`src/rtl/mem_arb_pkg.sv`:
```
// Shared types for the fetch/data memory port arbiter: FSM states, owner
// encoding and the load/store type codes also used by the LSU and decoder.
package mem_arb_pkg;

  typedef enum logic [1:0] {
    IDLE   = 2'd0,
    BUSY_I = 2'd1,
    BUSY_D = 2'd2
  } arb_state_e;

  typedef enum logic {
    OWNER_I = 1'b0,
    OWNER_D = 1'b1
  } owner_e;

  localparam logic [2:0] LS_LW  = 3'd0;
  localparam logic [2:0] LS_LH  = 3'd1;
  localparam logic [2:0] LS_LB  = 3'd2;
  localparam logic [2:0] LS_LHU = 3'd3;
  localparam logic [2:0] LS_LBU = 3'd4;
  localparam logic [2:0] LS_SW  = 3'd5;
  localparam logic [2:0] LS_SH  = 3'd6;
  localparam logic [2:0] LS_SB  = 3'd7;

  function automatic owner_e owner_of(arb_state_e s);
    return (s == BUSY_D) ? OWNER_D : OWNER_I;
  endfunction

endpackage

```
`src/rtl/mem_port_arbiter_if.sv`:
```
// Core-side request/response channels plus the memory handshake, bundled so
// the arbiter sees them through the slave modport.
interface mem_port_arbiter_if;
  logic        if_req;
  logic [31:0] if_addr;
  logic        if_gnt;
  logic        if_rvalid;
  logic [31:0] if_rdata;
  logic        d_req;
  logic        d_we;
  logic [2:0]  d_type;
  logic [31:0] d_addr;
  logic [31:0] d_wdata;
  logic        d_gnt;
  logic        d_rvalid;
  logic [31:0] d_rdata;
  logic        mem_req;
  logic        mem_we;
  logic [2:0]  mem_type;
  logic [31:0] mem_addr;
  logic [31:0] mem_wdata;
  logic        mem_ack;
  logic [31:0] mem_rdata;
  logic        bus_err;

  modport slave (
    input  if_req, if_addr, d_req, d_we, d_type, d_addr, d_wdata,
           mem_ack, mem_rdata,
    output if_gnt, if_rvalid, if_rdata, d_gnt, d_rvalid, d_rdata,
           mem_req, mem_we, mem_type, mem_addr, mem_wdata, bus_err
  );

  modport master (
    output if_req, if_addr, d_req, d_we, d_type, d_addr, d_wdata,
           mem_ack, mem_rdata,
    input  if_gnt, if_rvalid, if_rdata, d_gnt, d_rvalid, d_rdata,
           mem_req, mem_we, mem_type, mem_addr, mem_wdata, bus_err
  );
endinterface

```
`src/rtl/mem_port_arbiter_pick.sv`:
```
// Winner selection between fetch and data requests, with a saturating count
// of data grants that bypassed a waiting fetch.
module arb_pick
  import mem_arb_pkg::*;
#(
  parameter int STARVE_LIMIT = 4
) (
  input  logic clk,
  input  logic rst,
  input  logic idle,
  input  logic if_req,
  input  logic d_req,
  output logic if_gnt,
  output logic d_gnt
);

  localparam logic [3:0] LIMIT = 4'(STARVE_LIMIT);

  logic [3:0] starve_cnt_q, starve_cnt_d;

  // Grants are gated by reset so every output is quiet while rst is held.
  always_comb begin
    if_gnt       = 1'b0;
    d_gnt        = 1'b0;
    starve_cnt_d = starve_cnt_q;
    if (idle && !rst) begin
      if (d_req && !(if_req && starve_cnt_q == LIMIT)) begin
        d_gnt = 1'b1;
        if (if_req && starve_cnt_q != LIMIT) starve_cnt_d = starve_cnt_q + 4'd1;
      end else if (if_req) begin
        if_gnt       = 1'b1;
        starve_cnt_d = 4'd0;
      end
    end
  end

  always_ff @(posedge clk or posedge rst) begin
    if (rst) starve_cnt_q <= 4'd0;
    else     starve_cnt_q <= starve_cnt_d;
  end

endmodule

```
`src/rtl/mem_port_arbiter.sv`:
```
// Shares one variable-latency memory port between instruction fetch and data
// accesses: latches the winner, runs the handshake, routes the response back.
module mem_port_arbiter
  import mem_arb_pkg::*;
#(
  parameter int STARVE_LIMIT = 4,
  parameter int TIMEOUT      = 64
) (
  input logic              clk,
  input logic              rst,
  mem_port_arbiter_if.slave bus
);

  localparam bit          TO_EN   = (TIMEOUT != 0);
  localparam logic [15:0] TO_LAST = 16'(TIMEOUT - 1);

  arb_state_e  state_q, state_d;
  logic [15:0] wait_cnt_q, wait_cnt_d;
  logic        mem_req_q, mem_req_d;
  logic        mem_we_q, mem_we_d;
  logic [2:0]  mem_type_q, mem_type_d;
  logic [31:0] mem_addr_q, mem_addr_d;
  logic [31:0] mem_wdata_q, mem_wdata_d;
  logic        if_rvalid_q, if_rvalid_d;
  logic [31:0] if_rdata_q, if_rdata_d;
  logic        d_rvalid_q, d_rvalid_d;
  logic [31:0] d_rdata_q, d_rdata_d;
  logic        bus_err_q, bus_err_d;
  logic        if_gnt, d_gnt;

  arb_pick #(.STARVE_LIMIT(STARVE_LIMIT)) u_pick (
    .clk    (clk),
    .rst    (rst),
    .idle   (state_q == IDLE),
    .if_req (bus.if_req),
    .d_req  (bus.d_req),
    .if_gnt (if_gnt),
    .d_gnt  (d_gnt)
  );

  // An ack in the final timeout cycle takes precedence over the abort.
  always_comb begin
    state_d     = state_q;
    wait_cnt_d  = wait_cnt_q;
    mem_req_d   = mem_req_q;
    mem_we_d    = mem_we_q;
    mem_type_d  = mem_type_q;
    mem_addr_d  = mem_addr_q;
    mem_wdata_d = mem_wdata_q;
    if_rvalid_d = 1'b0;
    if_rdata_d  = 32'd0;
    d_rvalid_d  = 1'b0;
    d_rdata_d   = 32'd0;
    bus_err_d   = 1'b0;
    case (state_q)
      IDLE: begin
        if (d_gnt) begin
          state_d     = BUSY_D;
          mem_req_d   = 1'b1;
          mem_we_d    = bus.d_we;
          mem_type_d  = bus.d_type;
          mem_addr_d  = bus.d_addr;
          mem_wdata_d = bus.d_wdata;
          wait_cnt_d  = 16'd0;
        end else if (if_gnt) begin
          state_d     = BUSY_I;
          mem_req_d   = 1'b1;
          mem_we_d    = 1'b0;
          mem_type_d  = LS_LW;
          mem_addr_d  = bus.if_addr;
          mem_wdata_d = 32'd0;
          wait_cnt_d  = 16'd0;
        end
      end
      BUSY_I, BUSY_D: begin
        if (bus.mem_ack) begin
          state_d   = IDLE;
          mem_req_d = 1'b0;
          if (owner_of(state_q) == OWNER_D) begin
            d_rvalid_d = 1'b1;
            d_rdata_d  = mem_we_q ? 32'd0 : bus.mem_rdata;
          end else begin
            if_rvalid_d = 1'b1;
            if_rdata_d  = bus.mem_rdata;
          end
        end else if (TO_EN && wait_cnt_q == TO_LAST) begin
          state_d   = IDLE;
          mem_req_d = 1'b0;
          bus_err_d = 1'b1;
          if (owner_of(state_q) == OWNER_D) d_rvalid_d  = 1'b1;
          else                              if_rvalid_d = 1'b1;
        end else begin
          wait_cnt_d = wait_cnt_q + 16'd1;
        end
      end
      default: begin
        state_d   = IDLE;
        mem_req_d = 1'b0;
      end
    endcase
  end

  always_ff @(posedge clk or posedge rst) begin
    if (rst) begin
      state_q     <= IDLE;
      wait_cnt_q  <= 16'd0;
      mem_req_q   <= 1'b0;
      mem_we_q    <= 1'b0;
      mem_type_q  <= 3'd0;
      mem_addr_q  <= 32'd0;
      mem_wdata_q <= 32'd0;
      if_rvalid_q <= 1'b0;
      if_rdata_q  <= 32'd0;
      d_rvalid_q  <= 1'b0;
      d_rdata_q   <= 32'd0;
      bus_err_q   <= 1'b0;
    end else begin
      state_q     <= state_d;
      wait_cnt_q  <= wait_cnt_d;
      mem_req_q   <= mem_req_d;
      mem_we_q    <= mem_we_d;
      mem_type_q  <= mem_type_d;
      mem_addr_q  <= mem_addr_d;
      mem_wdata_q <= mem_wdata_d;
      if_rvalid_q <= if_rvalid_d;
      if_rdata_q  <= if_rdata_d;
      d_rvalid_q  <= d_rvalid_d;
      d_rdata_q   <= d_rdata_d;
      bus_err_q   <= bus_err_d;
    end
  end

  assign bus.if_gnt    = if_gnt;
  assign bus.d_gnt     = d_gnt;
  assign bus.mem_req   = mem_req_q;
  assign bus.mem_we    = mem_we_q;
  assign bus.mem_type  = mem_type_q;
  assign bus.mem_addr  = mem_addr_q;
  assign bus.mem_wdata = mem_wdata_q;
  assign bus.if_rvalid = if_rvalid_q;
  assign bus.if_rdata  = if_rdata_q;
  assign bus.d_rvalid  = d_rvalid_q;
  assign bus.d_rdata   = d_rdata_q;
  assign bus.bus_err   = bus_err_q;

endmodule
```
`src/flat_wrapper.sv`:
```
// flat-port wrapper written by rule: the top's interface ports become plain ports
module mem_port_arbiter_flat import mem_arb_pkg::*;
#(
  parameter int STARVE_LIMIT = 4,
  parameter int TIMEOUT      = 64
)
  (clk, rst, bus_if_req, bus_if_addr, bus_d_req, bus_d_we, bus_d_type, bus_d_addr, bus_d_wdata, bus_mem_ack, bus_mem_rdata, bus_if_gnt, bus_if_rvalid, bus_if_rdata, bus_d_gnt, bus_d_rvalid, bus_d_rdata, bus_mem_req, bus_mem_we, bus_mem_type, bus_mem_addr, bus_mem_wdata, bus_bus_err);
  mem_port_arbiter_if bus_i ();
  input logic clk;
  input logic rst;
  input wire logic [$bits(bus_i.if_req)-1:0] bus_if_req;
  input wire logic [$bits(bus_i.if_addr)-1:0] bus_if_addr;
  input wire logic [$bits(bus_i.d_req)-1:0] bus_d_req;
  input wire logic [$bits(bus_i.d_we)-1:0] bus_d_we;
  input wire logic [$bits(bus_i.d_type)-1:0] bus_d_type;
  input wire logic [$bits(bus_i.d_addr)-1:0] bus_d_addr;
  input wire logic [$bits(bus_i.d_wdata)-1:0] bus_d_wdata;
  input wire logic [$bits(bus_i.mem_ack)-1:0] bus_mem_ack;
  input wire logic [$bits(bus_i.mem_rdata)-1:0] bus_mem_rdata;
  output wire logic [$bits(bus_i.if_gnt)-1:0] bus_if_gnt;
  output wire logic [$bits(bus_i.if_rvalid)-1:0] bus_if_rvalid;
  output wire logic [$bits(bus_i.if_rdata)-1:0] bus_if_rdata;
  output wire logic [$bits(bus_i.d_gnt)-1:0] bus_d_gnt;
  output wire logic [$bits(bus_i.d_rvalid)-1:0] bus_d_rvalid;
  output wire logic [$bits(bus_i.d_rdata)-1:0] bus_d_rdata;
  output wire logic [$bits(bus_i.mem_req)-1:0] bus_mem_req;
  output wire logic [$bits(bus_i.mem_we)-1:0] bus_mem_we;
  output wire logic [$bits(bus_i.mem_type)-1:0] bus_mem_type;
  output wire logic [$bits(bus_i.mem_addr)-1:0] bus_mem_addr;
  output wire logic [$bits(bus_i.mem_wdata)-1:0] bus_mem_wdata;
  output wire logic [$bits(bus_i.bus_err)-1:0] bus_bus_err;
  assign bus_i.if_req = bus_if_req;
  assign bus_i.if_addr = bus_if_addr;
  assign bus_i.d_req = bus_d_req;
  assign bus_i.d_we = bus_d_we;
  assign bus_i.d_type = bus_d_type;
  assign bus_i.d_addr = bus_d_addr;
  assign bus_i.d_wdata = bus_d_wdata;
  assign bus_i.mem_ack = bus_mem_ack;
  assign bus_i.mem_rdata = bus_mem_rdata;
  assign bus_if_gnt = bus_i.if_gnt;
  assign bus_if_rvalid = bus_i.if_rvalid;
  assign bus_if_rdata = bus_i.if_rdata;
  assign bus_d_gnt = bus_i.d_gnt;
  assign bus_d_rvalid = bus_i.d_rvalid;
  assign bus_d_rdata = bus_i.d_rdata;
  assign bus_mem_req = bus_i.mem_req;
  assign bus_mem_we = bus_i.mem_we;
  assign bus_mem_type = bus_i.mem_type;
  assign bus_mem_addr = bus_i.mem_addr;
  assign bus_mem_wdata = bus_i.mem_wdata;
  assign bus_bus_err = bus_i.bus_err;
  mem_port_arbiter #(.STARVE_LIMIT(STARVE_LIMIT), .TIMEOUT(TIMEOUT)) u_core (.clk(clk), .rst(rst), .bus(bus_i));
endmodule
```
`config.mk`:
```
export PLATFORM = sky130hd
export DESIGN_NAME = mem_port_arbiter_flat
export DESIGN_NICKNAME = d
export VERILOG_FILES = /design/src/rtl/mem_arb_pkg.sv /design/src/rtl/mem_port_arbiter_if.sv /design/src/rtl/mem_port_arbiter_pick.sv /design/src/rtl/mem_port_arbiter.sv /design/src/flat_wrapper.sv
export SDC_FILE = /design/constraint.sdc
export NUM_CORES = 1
export LEC_CHECK = 0
export CORE_AREA = 3 3 129 131
export CTS_CLUSTER_DIAMETER = 60
export DETAILED_ROUTE_END_ITERATION = 7
export DIE_AREA = 0 0 132 134
export PLACE_DENSITY = 0.76
export SLEW_MARGIN = 20
export SYNTH_ARGS = -nofsm -noshare
export SYNTH_HDL_FRONTEND = slang
export SYNTH_SLANG_ARGS = --single-unit
```
`constraint.sdc`:
```
create_clock -name clk -period 6.2 [get_ports clk]
set_input_delay 1.24 -clock clk [delete_from_list [all_inputs] [get_ports clk]]
set_output_delay 1.24 -clock clk [all_outputs]
set_load 0.02 [all_outputs]
```
==> flow_summary_export.csv, run 1 <==
group,metric,value,unit
power,powerDensity,431,mW/mm²
worst_setup_path,start_kind,"primary input",
clock_network,cts_buffer_depth,2,
global_route,track_usage,0.206,
run,drv_cap,0,
global_route,grt_pass1_vias,5379,
yosys,synth-main-ff-cell,"dfrtp_1",
yosys,yosys.area.top_type_share,0.635,
worst_setup_path,cpPeakStageDelay,0.68,ns
routing,first_pass_iters,8,
yosys,synth.top_cells.by_count,"dfrtp_1, nand2_1, and2_1",
floorplan,initial_core_util,0.396,
clock_network,path_clk_slew,0.06,ns
worst_setup_path,critPathRequiredTime,4.96,ns
sta,maxSlewViolCount,0,
clock_network,h-tree-depth,4,
clock_network,cts_root_buf,"clkbuf_16",
worst_setup_path,cp_top_family,"buffers and inverters",
final_layout,drive_gt1_frac,0.0619,
yosys,synth_nets,700,
clock_network,post_cts.repair.setup_buffers,0,
final_layout,nFillCells,1280,
placed_design,portBuffers,274,
yosys,synth.most_common_cell,"dfrtp_1",
worst_setup_path,path_class,"primary input to primary output",
global_route,grt_overflow,0,
sta,fin_ws,1.65,ns
status,status,"completed",
global_route,antenna_found_initial,0,
placed_design,post-place-ws,1.65,ns
sta,finClkSkew,0.00809,ns
sta,timing.fmax,220,MHz
floorplan,dieArea,0.0177,mm²
yosys,synth_area_leaders,"dfrtp_1, and2_1, nand2_1",
sta,rsz0062_at_grt,"no",
routing,avgViaCountPerCell,4.93,
sta,final.period_utilization,0.734,
routing,ant_nets,0,
worst_setup_path,cpMostUsedCell,"clkdlybuf4s50_1",
yosys,yosysSeqAreaShare,0.635,
routing,vias,5205,
sta,finalHoldViolations,0,
floorplan,core,0.0157,mm²
final_layout,design_area,0.00976,mm²
placed_design,gp_congestion,0.779,
worst_setup_path,cp.arrival,3.31,ns
yosys,postSynthCellCount,558,
global_route,grt_pass1_wl,28.9,mm
floorplan,die_h,134,µm
yosys,synth_edf_count,0,
worst_setup_path,worst-path-buf-inv,3,
power,ir_worst_vdd,0.236,mV
yosys,yosys_warnings,0,
yosys,yosys.area.top_type,"dfrtp_1",
yosys,syn_avg_cell_area,11.2,µm²
yosys,synth.distinct_cells,41,
global_route,grt_start_max_net_pins,106,
placed_design,dp.final_hpwl,12.6,mm
routing,wire_per_inst,16.8,µm
floorplan,dieWidth,132,µm
clock_network,clk_latency,0.43,ns
routing,drc_errors,0,
final_layout,diodes,0,
min_path,min_path_type,"register to register",
worst_setup_path,path_max_fanout,35,
clock_network,cts_buffers,17,
final_layout,final_nets,969,
placed_design,placed_area,0.00917,mm²
clock_network,cts.sinks,158,
floorplan,boundaryPins,275,
sta,finalSetupViolCount,0,
sta,worst_pin_slew,0.953,ns
routing,drtIter0Drc,325,
floorplan,num_rows,46,
routing,finalWirelength,17.7,mm
sta,layout_min_cycle_time,4.55,ns
sta,setup_tns,0,ns
worst_setup_path,cpMaxStageDelayCell,"clkdlybuf4s50_1",
power,power_leakage,0.00436,µW
clock_network,cts_tree,"yes",
yosys,netlist_area,0.00623,mm²
worst_setup_path,cp_cell_sequence,"clkdlybuf4s50_1 -> nor2b_1 -> nand2_1 -> a21oi_4 -> buf_4 -> clkdlybuf4s50_1",
clock_network,cts_hold_buf,0,
final_layout,area_delta_synth_final,56.7,%
clock_network,post_cts_resized,0,
worst_setup_path,cp-end-kind,"primary output",
yosys,async_flop_share,1.00,
sta,slew_headroom,0.365,
yosys,ys_seq_elements,158,
[cell families after synthesis]
family / share of synthesized area
compound gates: 0.139
fa+ha+maj: 0.0100
mux: 0.00482
xor+xnor: 0.00141
simple gates: 0.162
buf+inv: 0.0478
flops: 0.635
[report_power, final]
part	total [µW]	switching, µW	internal (µW)	leakage (µW)
registers	1480	152	1330	0.00211
clock network	1040	443	599	0.000282
logic	1690	916	772	0.00198
total	4210	1510	2700	0.00436
[state kept, by name, indices dropped and copies added (netlist names)]
| register | flops |
|---|---|
| u_core.bus.mem_wdata | 32 |
| u_core.state_q | 2 |
| u_core.bus.if_rdata | 32 |
| u_core.bus.if_rvalid | 1 |
| u_core.bus.mem_req | 1 |
| u_core.bus.bus_err | 1 |
| u_core.bus.mem_we | 1 |
| u_core.bus.d_rdata | 32 |
| u_core.u_pick.starve_cnt_q | 4 |
| u_core.bus.mem_addr | 32 |
| u_core.bus.d_rvalid | 1 |
| u_core.bus.mem_type | 3 |
| u_core.wait_cnt_q | 16 |
[layout make-up]
type                       instances  area [µm²]  share of cell area
sequential                       158        3950               0.405
timing repair buffer             281        2800               0.286
multi-input combinational        325        1980               0.203
clock buffer                      17         425              0.0436
tap                              216         270              0.0277
inverter                          44         170              0.0174
clock inverter                    15         161              0.0165
[through the flow]
stage / hold slack (ns) / instances / total power [µW] / utilization
6_report: 0.481 / 1056 / 4210 / 0.621
5_1_grt: 0.518 / 1056 / 4460 / 0.621
4_1_cts: 0.476 / 1056 / 4250 / 0.621
3_5_place_dp: 0.471 / 1024 / 3190 / 0.584
3_3_place_gp: 0.466 / 1024 / 3170 / 0.584
2_1_floorplan: 0.439 / 558 / 2350 / -
[routing by layer]
layer | track usage | wire length [µm]
met5 | 0 | 0
met4 | 0.0788 | 448
met3 | 0.102 | 2030
met2 | 0.316 | 8180
met1 | 0.252 | 7050
[worst paths after layout]
| check | from | to | slack (ns) | depth (start not counted) |
|---|---|---|---|---|
| max | rst | bus_if_gnt | 1.65 | 6 |
| min | u_core.u_pick.starve_cnt_q[3] | u_core.u_pick.starve_cnt_q[3] | 0.48 | 1 |
| max reg2reg | u_core.state_q[0] | u_core.bus.mem_addr[9] | 3.61 | 7 |
| min reg2reg | u_core.u_pick.starve_cnt_q[3] | u_core.u_pick.starve_cnt_q[3] | 0.48 | 1 |
| max in group asynchronous | rst | u_core.bus.if_rdata[9] | 3.74 | 3 |
| min in group asynchronous | rst | u_core.bus.mem_addr[30] | 1.45 | 2 |
[cells in the final DEF (no fill, tap or decap), drive strengths merged, types with 2 or more instances in the layout]
cell type      Yosys  final
bufinv             0      2
nand4b             3      3
o311ai             2      2
nand3             13     13
clkdlybuf4s50      0    274
clkinvlp           0      3
buf               14      7
nand4              3      3
and3               2      2
and2              64     64
inv               44     49
and4               2      2
mux2i              3      3
clkbuf            17     17
ha                 5      5
a21oi              4      4
clkinv             0      5
a31oi              2      2
nor2b              2      2
a222oi            32     32
nor3               6      6
o31ai             10     10
nand2             89     89
nor2              10     10
o21bai             2      2
o211ai             9      9
dfrtp            158    158
nand2b             2      2
o21ai             54     54
Note: power is estimated with default switching activity, not from simulation.
==> run 2, diff against run 1 <==
Settings changed: CORE_AREA 3 3 129 131 to 3 3 133 135, DIE_AREA 0 0 132 134 to 0 0 136 138, PLACE_DENSITY 0.76 to 0.75.
Clock period 6.2 ns to 3.8 ns, I/O delays scaled along.
==> run 2 against run 1 <==
Against the previous run:
- the flow now finishes with violations (DRC)
- sequential share of layout area down 0.19 points
- clock power up 70%
- clock skew hardly changed
- final cell count increased by 0.38%
- critical path depth shrank 1
- design area rose by 0.46%
- combinational power is 64% higher
- non-clock buffer count is the same
- via count up 0.61%
- worst setup slack worse by 1.1 ns
- critical path type unchanged
- critical endpoint unchanged
- largest power group unchanged
==> flow_summary_export.csv, run 2 (synthesis results as in run 1) <==
group,metric,value,unit
clock_network,post_cts.repair.setup_buffers,0,
clock_network,h-tree-depth,4,
global_route,antenna_found_initial,0,
final_layout,final_core_util,0.591,
run,drv_cap,0,
final_layout,drive_gt1_frac,0.0619,
placed_design,gp_congestion,0.883,
global_route,grt_overflow,0,
sta,timing.fmax,309,MHz
worst_setup_path,cp_cell_sequence,"clkdlybuf4s50_1 -> nor2b_1 -> nand2_1 -> a21oi_4 -> clkdlybuf4s50_1",
power,clkPwrFrac,0.254,
worst_setup_path,path_max_fanout,5,
placed_design,dp.final_hpwl,13.0,mm
sta,finalSetupViolCount,0,
final_layout,layout.cells.non_filler,1060,
clock_network,clk_latency,0.42,ns
floorplan,boundaryPins,275,
power,combPwrFrac,0.399,
global_route,grt_pass1_vias,5253,
worst_setup_path,cp-end-kind,"primary output",
sta,setup_tns,0,ns
sta,slew_headroom,0.342,
final_layout,final_common_cell,"clkdlybuf4s50_1",
power,power.net_switching,2510,µW
sta,fin_ws,0.567,ns
final_layout,final_nets,969,
final_layout,diodes,0,
power,p_sw_frac,0.362,
routing,first_pass_iters,8,
routing,vias,5237,
placed_design,portBuffers,274,
floorplan,dieWidth,136,µm
routing,ant_nets,0,
sta,finalHoldViolations,0,
sta,finClkSkew,0.00831,ns
final_layout,area_delta_synth_final,57.4,%
floorplan,die_h,138,µm
clock_network,cts_tree,"yes",
worst_setup_path,start_kind,"primary input",
worst_setup_path,worst-path-buf-inv,2,
clock_network,cts_buffers,17,
status,status,"complete, but fails checks",
min_path,min_path_type,"register to register",
floorplan,dieArea,0.0188,mm²
worst_setup_path,cpPeakStageDelay,0.71,ns
clock_network,path_clk_slew,0.06,ns
global_route,track_usage,0.193,
worst_setup_path,cp.arrival,2.47,ns
global_route,grt_pass1_wl,28.2,mm
clock_network,cts_hold_buf,0,
clock_network,cts_buffer_depth,2,
global_route,grt_start_max_net_pins,144,
status,violations,"DRC",
placed_design,post-place-ws,0.569,ns
routing,drtIter0Drc,438,
power,powerDensity,709,mW/mm²
routing,finalWirelength,18.2,mm
sta,layout_min_cycle_time,3.23,ns
power,seqPwrFrac,0.347,
power,power_leakage,0.00439,µW
worst_setup_path,cpMostUsedCell,"clkdlybuf4s50_1",
sta,worst_pin_slew,0.987,ns
sta,final.period_utilization,0.851,
worst_setup_path,cpMaxStageDelayCell,"clkdlybuf4s50_1",
clock_network,post_cts_resized,0,
power,total_power,6950,µW
worst_setup_path,cp_top_family,"buffers and inverters",
clock_network,cts_root_buf,"clkbuf_16",
routing,avgViaCountPerCell,4.94,
floorplan,core,0.0166,mm²
floorplan,initial_core_util,0.376,
floorplan,num_rows,47,
power,internal_power,4440,µW
routing,wire_per_inst,17.2,µm
worst_setup_path,path_class,"primary input to primary output",
placed_design,place_inst,1028,
sta,maxSlewViolCount,0,
sta,rsz0062_at_grt,"no",
routing,drc_errors,1,
clock_network,cts.sinks,158,
final_layout,layout_common_cells,"clkdlybuf4s50_1, dfrtp_1, nand2_1",
worst_setup_path,critPathRequiredTime,3.04,ns
power,ir_worst_vdd,0.334,mV
run 2: changes by cell type in the layout (fill, tap and decap cells not counted), sizes merged:
cell / before / now
clkinv: 5 / 2
clkinvlp: 3 / 1
inv: 49 / 54
run 2: stage by stage:
step / instance area (µm²) / hold WS, ns
detailed placement: 9190 / 0.461
floorplan: 6230 / 0.439
global route: 9800 / 0.505
finish: 9800 / 0.482
CTS: 9800 / 0.472
global placement: 9190 / 0.464
run 2: final cells by class:
| class | count | area [µm²] |
|---|---|---|
| multi-input combinational | 325 | 1980 |
| inverter | 44 | 169 |
| fill | 1441 | 6780 |
| clock inverter | 15 | 190 |
| timing repair buffer | 281 | 2810 |
| tap | 220 | 275 |
| clock buffer | 17 | 425 |
| sequential | 158 | 3950 |
run 2: power by group through the flow:
stage	Sequential [µW]	Combinational, µW	Clock [µW]
3_3_place_gp	2420	2760	0
3_5_place_dp	2440	2790	0
5_1_grt	2470	3000	1900
4_1_cts	2410	2800	1810
2_1_floorplan	3000	842	0
6_report	2410	2770	1770
run 2: final timing paths:
check | depth (start not counted) | slack, ns | start | endpoint
min | 1 | 0.48 | u_core.u_pick.starve_cnt_q[3] | u_core.u_pick.starve_cnt_q[3]
max reg2reg | 7 | 1.26 | u_core.state_q[0] | u_core.bus.mem_addr[31]
max in group asynchronous | 3 | 1.93 | rst | u_core.bus.d_rdata[27]
min reg2reg | 1 | 0.48 | u_core.u_pick.starve_cnt_q[3] | u_core.u_pick.starve_cnt_q[3]
min in group asynchronous | 2 | 0.83 | rst | u_core.bus.mem_wdata[29]
max | 5 | 0.57 | rst | bus_if_gnt
run 2: per-layer routing:
metal  part of all wire  track usage  wire length (µm)  vias to the layer above
li1                   -            -                 -                     2467
met1               0.37        0.220              6790                     2490
met2               0.47        0.309              8560                      256
met3               0.14        0.103              2500                       24
met4              0.020       0.0711               360                        0
met5                  0            0                 0                        -
==> run 3, diff against run 2 <==
--- a/config.mk
+++ b/config.mk
@@ -8,4 +8,5 @@
 export CORE_AREA = 3 3 133 135
 export CTS_CLUSTER_DIAMETER = 60
+export CTS_CLUSTER_SIZE = 25
 export DETAILED_ROUTE_END_ITERATION = 7
 export DIE_AREA = 0 0 136 138
==> constraint.sdc (replaced) <==
create_clock -name clk -period 3.8 [get_ports clk]
set_input_delay 0.76 -clock clk [delete_from_list [all_inputs] [get_ports clk]]
set_output_delay 0.76 -clock clk [all_outputs]
set_load 0.05 [all_outputs]
==> run 3 against run 2 <==
Against the previous run:
- the flow now finishes without violations
- design area rose by 0.27%
- count of clock-buffer cells in the layout rose by 1
- non-clock buffer count did not move
- sequential power barely moved
- worst setup slack improved by 0.42 ns
- final cell count did not move
- critical path depth did not move
- power rose by 15%
- first-iteration DRC count rose by 1.8%
- largest power group unchanged
==> flow_summary_export.csv, run 3 (synthesis results as in run 1) <==
group,metric,value,unit
global_route,grt_pass1_wl,28.9,mm
worst_setup_path,cpMaxStageDelayCell,"clkdlybuf4s50_1",
routing,ant_nets,0,
global_route,antenna_found_initial,0,
global_route,track_usage,0.195,
floorplan,die_h,138,µm
worst_setup_path,regToRegSetupSlack,1.60,ns
final_layout,drive_gt1_frac,0.0643,
worst_setup_path,path_class,"primary input to primary output",
worst_setup_path,worst-path-buf-inv,2,
worst_setup_path,cpPeakStageDelay,0.56,ns
power,clkPwrFrac,0.219,
placed_design,dp.final_hpwl,13.0,mm
power,seqPwrFrac,0.301,
clock_network,cts_buffer_depth,2,
floorplan,num_rows,47,
worst_setup_path,start_kind,"primary input",
placed_design,placed_area,0.00922,mm²
min_path,holdCritStartpoint,"u_core.u_pick.starve_cnt_q[3]",
worst_setup_path,rr_startpoint,"u_core.state_q[0]",
power,internal_power,4450,µW
floorplan,dieArea,0.0188,mm²
final_layout,design_area,0.00983,mm²
clock_network,post_cts.repair.setup_buffers,0,
global_route,grt_start_max_net_pins,159,
sta,maxSlewViolCount,0,
floorplan,core,0.0166,mm²
final_layout,regArea,0.00395,mm²
sta,rsz0062_at_grt,"no",
routing,drc_errors,0,
final_layout,multi_input_area,0.00198,mm²
power,combPwrFrac,0.480,
worst_setup_path,path_max_fanout,5,
worst_setup_path,cp-end-kind,"primary output",
routing,drtIter0Drc,446,
placed_design,gp_congestion,0.830,
final_layout,layout_common_cells,"clkdlybuf4s50_1, dfrtp_1, nand2_1",
clock_network,h-tree-depth,4,
clock_network,cts_tree,"yes",
final_layout,diodes,0,
sta,finalHoldViolations,0,
worst_setup_path,r2r-end,"u_core.state_q[1]",
clock_network,cts_buffers,17,
run,drv_cap,0,
status,status,"completed",
routing,avgViaCountPerCell,4.96,
final_layout,final_common_cell,"clkdlybuf4s50_1",
sta,setup_tns,0,ns
clock_network,path_clk_slew,0.06,ns
clock_network,cts_root_buf,"clkbuf_16",
final_layout,area_delta_synth_final,57.9,%
sta,slew_headroom,0.448,
clock_network,cts_hold_buf,0,
sta,layout_min_cycle_time,2.81,ns
worst_setup_path,r2r_cells,8,
power,p_sw_frac,0.445,
power,ir_worst_vdd,0.436,mV
global_route,grt_pass1_vias,5358,
sta,finalSetupViolCount,0,
power,power_leakage,0.00439,µW
min_path,min_path_type,"register to register",
sta,worst_pin_slew,0.828,ns
placed_design,portBuffers,274,
worst_setup_path,critPathRequiredTime,3.04,ns
min_path,holdPathEnd,"u_core.u_pick.starve_cnt_q[3]",
min_path,min_path_cells,1,
sta,fin_ws,0.985,ns
floorplan,initial_core_util,0.376,
clock_network,clk_latency,0.42,ns
floorplan,dieWidth,136,µm
routing,wire_per_inst,17.3,µm
clock_network,cts.sinks,158,
power,total_power,8010,µW
power,powerDensity,815,mW/mm²
sta,timing.fmax,355,MHz
sta,finClkSkew,0.00749,ns
routing,first_pass_iters,8,
routing,vias,5261,
global_route,grt_overflow,0,
final_layout,nFillCells,1409,
power,power.net_switching,3570,µW
clock_network,post_cts_resized,0,
placed_design,post-place-ws,0.979,ns
final_layout,final_nets,969,
floorplan,boundaryPins,275,
sta,final.period_utilization,0.741,
worst_setup_path,cp_cell_sequence,"clkdlybuf4s50_1 -> nor2b_1 -> nand2_1 -> a21oi_4 -> buf_12",
worst_setup_path,cp_top_family,"buffers and inverters",
routing,finalWirelength,18.3,mm
worst_setup_path,cp.arrival,2.05,ns
run 3: cell types whose count changed in the layout (fill, tap and decap cells not counted), sizes merged:
cell and delta:
buf +2, clkbuf +1, clkdlybuf4s50 -2, clkinvlp +1, inv -2
run 3: area by class of cell:
class                   count  area share
clock buffers              18      0.0447
clock inverters            14      0.0173
inverters                  44      0.0172
multi-input cells         325       0.202
flip-flops and latches    158       0.402
well taps                 220      0.0280
repair buffers            281       0.289
run 3: worst max path at each step:
| stage | from | endpoint | slack (ns) | cells past startpoint |
|---|---|---|---|---|
| 3_3_place_gp | rst | bus_if_gnt | 1.03 | 5 |
| 3_5_place_dp | rst | bus_if_gnt | 0.98 | 5 |
| 5_1_grt | rst | bus_if_gnt | 0.93 | 5 |
| 2_1_floorplan | rst | u_core.bus.bus_err | 1.04 | 1 |
| 4_1_cts | rst | bus_if_gnt | 0.97 | 5 |
| 6_report | rst | bus_if_gnt | 0.99 | 5 |
run 3: power groups by stage:
stage | clock (µW) | sequential (µW) | combinational, µW
CTS | 1800 | 2410 | 3880
floorplan | 0 | 4040 | 851
global placement | 0 | 2420 | 3830
finish | 1750 | 2410 | 3850
global route | 1880 | 2470 | 4090
detailed placement | 0 | 2440 | 3870
run 3: per-layer routing:
layer / up-vias / global-route usage / wire length (µm)
li1: 2457 / - / -
met1: 2537 / 0.237 / 7080
met5: - / 0 / 0
met2: 239 / 0.306 / 8540
met3: 28 / 0.0916 / 2340
met4: 0 / 0.0637 / 363
run 3: per-stage QoR:
step	hold WS [ns]	utilization	cells
final	0.483	0.593	1060
after global placement	0.462	0.556	1028
after CTS	0.483	0.593	1060
after floorplan	0.439	-	558
after detailed placement	0.471	0.556	1028
after global routing	0.496	0.593	1060
